### src/rtl/cpu_pkg.sv
// ============================================================================
// Module   : cpu_pkg
// Purpose  : Shared types for the 5-stage CPU hazard/forwarding logic.
//            - forwarding-select and hazard-FSM state encodings
//            - the shadow-stage record tracked for each in-flight instruction
//            - a helper that decides whether a shadow stage is a real producer
// Ports    : none (package)
// Revision : 1.0 - initial release
// ============================================================================
`default_nettype none

package cpu_pkg;

   localparam int CPU_REG_W = 4;

   typedef enum logic [1:0] {
      FWD_RF    = 2'b00,
      FWD_EXMEM = 2'b01,
      FWD_MEMWB = 2'b10
   } fwd_sel_t;

   typedef enum logic [1:0] {
      RUN    = 2'd0,
      DRAIN  = 2'd1,
      HALTED = 2'd2
   } hz_state_t;

   typedef struct packed {
      logic                 valid;
      logic [CPU_REG_W-1:0] wreg;
      logic                 memrd;
      logic                 regwrite;
   } shadow_t;

   // R0 is hard-wired to zero, so a write to it never produces a value
   // anybody could forward.
   function automatic logic is_writer(input shadow_t s);
      return s.valid && s.regwrite && (s.wreg != '0);
   endfunction

endpackage

`default_nettype wire

### src/rtl/fwd_match.sv
// ============================================================================
// Module   : fwd_match
// Purpose  : Compares one ID-stage source register against the producers
//            currently in the EX and MEM shadow stages and returns the
//            forwarding select the operand will need once it reaches EX.
// Ports    : used     - source is actually read
//            src      - source register address
//            ex_wr    - EX shadow stage is a real producer
//            ex_wreg  - EX shadow destination
//            mem_wr   - MEM shadow stage is a real producer
//            mem_wreg - MEM shadow destination
//            sel      - resulting forwarding select
// Revision : 1.0 - initial release
// ============================================================================
`default_nettype none

module fwd_match
   import cpu_pkg::*;
#(
   parameter int REG_W = CPU_REG_W
)(
   input  logic             used,
   input  logic [REG_W-1:0] src,
   input  logic             ex_wr,
   input  logic [REG_W-1:0] ex_wreg,
   input  logic             mem_wr,
   input  logic [REG_W-1:0] mem_wreg,
   output fwd_sel_t         sel
);

   // The EX producer will sit in EX/MEM when this instruction reaches EX,
   // and the MEM producer in MEM/WB; the younger (EX) producer wins.
   always_comb begin
      sel = FWD_RF;
      if (used) begin
         if (ex_wr && (ex_wreg == src)) begin
            sel = FWD_EXMEM;
         end else if (mem_wr && (mem_wreg == src)) begin
            sel = FWD_MEMWB;
         end
      end
   end

endmodule

`default_nettype wire

### src/rtl/hazard_ctrl.sv
// ============================================================================
// Module   : hazard_ctrl
// Purpose  : Hazard and forwarding controller at the ID/EX boundary. Tracks
//            in-flight destinations in a shadow pipeline and generates
//            registered forwarding selects, load-use stalls, branch flushes
//            and HLT drain sequencing.
// Ports    : clk, rst (async, active-low)
//            id_*            - decoded ID-stage instruction
//            ex_branch_taken - EX resolved a taken control transfer
//            fwd_a, fwd_b    - registered EX operand selects
//            stall_pc, stall_ifid, bubble_idex, flush_ifid - pipeline ctrl
//            halted          - pipeline has drained after HLT
// Revision : 1.0 - initial release
// ============================================================================
`default_nettype none

module hazard_ctrl
   import cpu_pkg::*;
#(
   parameter int REG_W        = CPU_REG_W,   // must equal CPU_REG_W
   parameter int DRAIN_CYCLES = 3
)(
   input  logic             clk,
   input  logic             rst,
   input  logic             id_valid,
   input  logic [REG_W-1:0] id_rs,
   input  logic [REG_W-1:0] id_rt,
   input  logic             id_rs_used,
   input  logic             id_rt_used,
   input  logic [REG_W-1:0] id_wreg,
   input  logic             id_regwrite,
   input  logic             id_memread,
   input  logic             id_halt,
   input  logic             ex_branch_taken,
   output logic [1:0]       fwd_a,
   output logic [1:0]       fwd_b,
   output logic             stall_pc,
   output logic             stall_ifid,
   output logic             bubble_idex,
   output logic             flush_ifid,
   output logic             halted
);

   localparam int CNT_W = $clog2(DRAIN_CYCLES + 1);

   // EX keeps the full record (load-use needs memrd); MEM only needs its
   // producer identity. WB is never forwarded from - the register file
   // resolves write-before-read itself - so it is not tracked.
   shadow_t          ex_s;
   logic             mem_wr;
   logic [REG_W-1:0] mem_wreg;

   hz_state_t        state;
   logic [CNT_W-1:0] drain_cnt;

   logic             ex_wr;
   logic             load_use;
   logic             halt_req;
   logic             id_advance;
   fwd_sel_t         sel_a;
   fwd_sel_t         sel_b;
   fwd_sel_t         fwd_a_r;
   fwd_sel_t         fwd_b_r;

   assign ex_wr    = is_writer(ex_s);
   assign halt_req = id_valid && id_halt;
   assign load_use = id_valid && ex_s.memrd && ex_wr &&
                     ((id_rs_used && (id_rs == ex_s.wreg)) ||
                      (id_rt_used && (id_rt == ex_s.wreg)));

   fwd_match #(.REG_W(REG_W)) u_fwd_a (
      .used     (id_rs_used),
      .src      (id_rs),
      .ex_wr    (ex_wr),
      .ex_wreg  (ex_s.wreg),
      .mem_wr   (mem_wr),
      .mem_wreg (mem_wreg),
      .sel      (sel_a)
   );

   fwd_match #(.REG_W(REG_W)) u_fwd_b (
      .used     (id_rt_used),
      .src      (id_rt),
      .ex_wr    (ex_wr),
      .ex_wreg  (ex_s.wreg),
      .mem_wr   (mem_wr),
      .mem_wreg (mem_wreg),
      .sel      (sel_b)
   );

   // Priority: branch flush > load-use stall > halt. A flush never stalls
   // the PC so the branch target is fetched. Everything is forced low while
   // reset is asserted.
   always_comb begin
      stall_pc    = 1'b0;
      stall_ifid  = 1'b0;
      bubble_idex = 1'b0;
      flush_ifid  = 1'b0;
      if (rst) begin
         case (state)
            RUN: begin
               if (ex_branch_taken) begin
                  flush_ifid  = 1'b1;
                  bubble_idex = 1'b1;
               end else if (load_use || halt_req) begin
                  // HLT is held in IF/ID and enters EX as a bubble
                  stall_pc    = 1'b1;
                  stall_ifid  = 1'b1;
                  bubble_idex = 1'b1;
               end
            end
            DRAIN: begin
               if (ex_branch_taken) begin
                  flush_ifid  = 1'b1;
                  bubble_idex = 1'b1;
               end else begin
                  stall_pc    = 1'b1;
                  stall_ifid  = 1'b1;
                  bubble_idex = 1'b1;
               end
            end
            HALTED: begin
               stall_pc    = 1'b1;
               stall_ifid  = 1'b1;
               bubble_idex = 1'b1;
            end
            default: ;
         endcase
      end
   end

   assign id_advance = id_valid && !bubble_idex;

   // Shadow pipeline and forwarding selects move together: the selects are
   // computed while the instruction is in ID and captured as it enters EX.
   always_ff @(posedge clk or negedge rst) begin
      if (!rst) begin
         ex_s     <= '0;
         mem_wr   <= 1'b0;
         mem_wreg <= '0;
         fwd_a_r  <= FWD_RF;
         fwd_b_r  <= FWD_RF;
      end else begin
         mem_wr   <= ex_wr;
         mem_wreg <= ex_s.wreg;
         if (id_advance) begin
            ex_s    <= '{valid: 1'b1, wreg: id_wreg, memrd: id_memread,
                         regwrite: id_regwrite};
            fwd_a_r <= sel_a;
            fwd_b_r <= sel_b;
         end else begin
            ex_s    <= '0;
            fwd_a_r <= FWD_RF;
            fwd_b_r <= FWD_RF;
         end
      end
   end

   assign fwd_a = fwd_a_r;
   assign fwd_b = fwd_b_r;

   // Drain counter loads DRAIN_CYCLES on acceptance and counts down; the
   // move to HALTED happens on the edge where the count reaches 1, so
   // halted rises DRAIN_CYCLES edges after the cycle HLT sat in ID.
   always_ff @(posedge clk or negedge rst) begin
      if (!rst) begin
         state     <= RUN;
         drain_cnt <= '0;
         halted    <= 1'b0;
      end else begin
         case (state)
            RUN: begin
               if (halt_req && !ex_branch_taken && !load_use) begin
                  state     <= DRAIN;
                  drain_cnt <= CNT_W'(DRAIN_CYCLES);
               end
            end
            DRAIN: begin
               if (ex_branch_taken) begin
                  // branch older than HLT: HLT is squashed, resume fetch
                  state <= RUN;
               end else if (drain_cnt <= CNT_W'(2)) begin
                  state  <= HALTED;
                  halted <= 1'b1;
               end else begin
                  drain_cnt <= drain_cnt - CNT_W'(1);
               end
            end
            HALTED: ;
            default: state <= RUN;
         endcase
      end
   end

endmodule

`default_nettype wire

### config.mk
export PLATFORM = sky130hd
export DESIGN_NAME = hazard_ctrl
export DESIGN_NICKNAME = d
export VERILOG_FILES = /design/src/rtl/cpu_pkg.sv /design/src/rtl/fwd_match.sv /design/src/rtl/hazard_ctrl.sv
export SDC_FILE = /design/constraint.sdc
export NUM_CORES = 1
export LEC_CHECK = 0
export BUFFER_PORTS_ARGS = -buffer_cell sky130_fd_sc_hd__buf_2
export CAP_MARGIN = 10
export CELL_PAD_IN_SITES_DETAIL_PLACEMENT = 1
export CELL_PAD_IN_SITES_GLOBAL_PLACEMENT = 1
export CORE_MARGIN = 4
export CORE_UTILIZATION = 39
export CTS_CLUSTER_DIAMETER = 200
export DETAILED_ROUTE_END_ITERATION = 10
export PLACE_DENSITY_LB_ADDON = 0.1
export SYNTH_ARGS = -nofsm -noshare
export SYNTH_HDL_FRONTEND = slang
export SYNTH_SLANG_ARGS = --single-unit
### constraint.sdc
create_clock -name clk -period 2.25 [get_ports clk]
set_input_delay 0.45 -clock clk [delete_from_list [all_inputs] [get_ports clk]]
set_output_delay 0.45 -clock clk [all_outputs]
set_load 0.01 [all_outputs]
==> flow_summary_export.csv <==
group,metric,value,unit
critical_path,endpoint_kind,"output pin",
pwr,clockPowerShare,0.164,
global_routing,grt_pass1_wl,4.53,mm
logic_synthesis,synthFlopType,"dfrtp_1",
logic_synthesis,syn_area,1160,µm²
clock_tree,cts_buffer_depth,2,
sta,fin_tns_setup,-311,ps
detailed_routing,drt_iter0_markers,30,
finish,drive_above_1_share,0.424,
floorplan,pin_count,30,
logic_synthesis,synth-edff-count,0,
detailed_routing,drtAntennaViolNets,0,
floorplan,row_count,19,
placement,gp_congestion,0.800,
pwr,p_leak,0.745,nW
logic_synthesis,ys_seq_area_frac,0.452,
pwr,p_sw_frac,0.360,
critical_path,worstReg2RegStart,"ex_s[4]",
detailed_routing,vias,949,
finish,final_util,0.519,
critical_path,worstSetupPathType,"register to output pin",
detailed_routing,drc_errors,0,
sta,layout_setup_ws,-125,ps
global_routing,grt_pass1_vias,1010,
logic_synthesis,yosysUniqueCellTypes,31,
run_status,violations,"negative setup slack",
clock_tree,cts_buffers,3,
floorplan,die_area,3920,µm²
logic_synthesis,synthTopCellsByArea,"dfrtp_1 (45%), xnor2_1 (7.5%), ha_1 (5.4%), xor2_1 (4.5%), and3_2 (3.9%)",
clock_tree,cts-root-buf,"clkbuf_4",
finish,instances_no_fill,182,
flow_run,maxCapViolations,0,
sta,rsz0062_at_grt,"true",
pwr,pwr_density_cell,751,nW/µm²
clock_tree,clk_pin_slew,120,ps
finish,seq_area,527,µm²
global_routing,antenna_found_initial,0,
floorplan,start_util,0.415,
logic_synthesis,synthCells,109,
logic_synthesis,synth_most_common_cell,"dfrtp_1",
floorplan,die_h,62.6,µm
clock_tree,insertion_delay,300,ps
finish,syn_to_final_growth,25.1,%
critical_path,worstPathRequired,1800,ps
sta,finalHoldViolations,0,
sta,worst_slew_pin_slew,433,ps
logic_synthesis,synth_top_area_frac,0.452,
logic_synthesis,syn_nets,135,
pwr,seq_power_share,0.453,
logic_synthesis,yosysTopAreaCell,"dfrtp_1",
critical_path,critical_path.reg2reg.endpoint,"drain_cnt[0]",
detailed_routing,viasPerCell,5.21,
logic_synthesis,ys_warn_count,0,
logic_synthesis,ys_ff_latch,21,
global_routing,grt.total_usage,0.145,
clock_tree,cts_tree,"built",
placement,pre_cts_ws,28.9,ps
placement,dp_hpwl,2.23,mm
sta,maxSlewViolCount,0,
finish,multiInputGateArea,608,µm²
pwr,p_switching,0.000394,W
run_status,status,"finished, violations left",
finish,n_antenna_cell,0,
floorplan,core,2810,µm²
pwr,ir_worst_vdd,0.000443,V
critical_path,crit_path_max_fanout,4,
logic_synthesis,synth_top_cells_by_count,"dfrtp_1 (21), xnor2_1 (10), inv_1 (9)",
sta,relSlewSlack,0.708,
sta,clock_skew,2.87,ps
logic_synthesis,synthArstFlopShare,1.00,
clock_tree,cts.sinks,21,
hold_path,min_path_type,"input pin to asynchronous set/reset pin",
sta,setup_viol,5,
floorplan,chipWidth,62.6,µm
sta,hold_slack,120,ps
pwr,power_frac_comb,0.383,
detailed_routing,wl_per_cell,14.9,µm
sta,max_freq,0.421,GHz
global_routing,grt-ovfl-total,0,
placement,place.port_buffers,29,
finish,nFillCells,335,
critical_path,r2r_slack,-10,ps
critical_path,rr_worst_depth,8,
placement,dp_cells,175,
global_routing,grt_max_degree,23,
detailed_routing,dr.pass1.iters,4,
detailed_routing,routed_wl,2.71,mm
critical_path,arrival,1930,ps
clock_tree,hold_buffers,0,
pwr,p_int,0.000700,W
finish,nets,178,
sta,period_minus_slack,2380,ps
sta,period_share,1.06,
critical_path,critPathLaunchType,"register",
logic_synthesis,syn_avg_cell_area,10.7,µm²
clock_tree,cts_max_level,1,
==> worst max-delay path, stage by stage, from the launching register on <==
cell	delay [ps]
dfrtp_1	440
or4_4	590
nand3_2	90
nor2_2	50
nor2_2	120
a211o_1	150
a21oi_2	60
buf_2	140
==> area by class of cell <==
| cell class | count | share of cell area |
|---|---|---|
| Clock inverter | 1 | 0.00344 |
| Sequential cell | 21 | 0.362 |
| Inverter | 9 | 0.0232 |
| Tap cell | 31 | 0.0267 |
| Timing Repair Buffer | 39 | 0.151 |
| Clock buffer | 3 | 0.0155 |
| Multi-Input combinational cell | 78 | 0.418 |
==> sequential cells by signal, indices dropped and copies added (netlist names) <==
register and count:
state 2, ex_s 7, fwd_a 2, fwd_b 2
mem_wr 1, mem_wreg 4, drain_cnt 2, halted 1
==> power groups by stage <==
stage	Combinational (W)	Sequential (W)	Clock [W]
after floorplan	0.000273	0.000493	0
after global routing	0.000469	0.000504	0.000203
after CTS	0.000419	0.000495	0.000190
after global placement	0.000395	0.000498	0
after detailed placement	0.000408	0.000503	0
final	0.000419	0.000495	0.000179
==> repair_timing <==
action / in CTS / in global routing
hold endpoints to repair: 0 / 0
gates resized for setup: 3 / 1
pin swaps: 6 / 3
cloned: 0 / 0
buffers inserted: 1 / 2
setup endpoints to repair: 3 / 5
==> per-stage QoR <==
stage / cell area [µm²] / total power [W]
global placement: 1390 / 0.000893
global route: 1460 / 0.00118
finish: 1460 / 0.00109
detailed placement: 1390 / 0.000911
CTS: 1440 / 0.00110
floorplan: 1160 / 0.000765
==> per-layer routing <==
layer	wire length, µm	share of wire	GRT usage
met2	1290	0.48	0.242
met4	14	0.0052	0.0413
met3	159	0.059	0.0306
met1	1240	0.46	0.189
met5	0	0	0
==> cell usage in the layout, fill, tap and decap left out <==
cell type and n:
nor2_1 5, nand3_1 5, xnor2_1 10, a311oi_1 1, and3_1 2, nand4_1 2
nor2_2 3, or2b_2 1, a21o_1 1, inv_1 9, a211o_1 1, a21oi_2 1
buf_4 10, dfrtp_1 20, a31oi_1 3, or4_4 1, buf_2 29, nand3_2 2
o221ai_1 2, dfrtp_2 1, or2_2 2, and3_2 6, nand2_1 5, xor2_1 6
and4_1 1, nor3_1 4, nor4_2 1, a21oi_1 2, clkbuf_4 3, o41ai_4 1
and2_4 1, o41ai_2 1, clkinv_2 1, mux2i_1 2, or2b_1 1, ha_1 5
==> logic make-up after synthesis <==
logic type	count (synthesis)	synth area share
simple gates	42	0.218
flops	21	0.452
xor+xnor	16	0.120
compound gates	13	0.103
buf+inv	10	0.0355
fa+ha+maj	5	0.0538
mux	2	0.0172
==> worst max path at each step <==
stage | from | to | cells after the start
3_3_place_gp | ex_s[2] | drain_cnt[0] | 7
6_report | ex_s[4] | stall_ifid | 7
4_1_cts | ex_s[4] | stall_ifid | 7
2_1_floorplan | id_valid | stall_pc | 7
3_5_place_dp | ex_s[2] | drain_cnt[0] | 7
5_1_grt | ex_s[3] | stall_ifid | 7
Note: power is estimated with default switching activity, not from simulation.
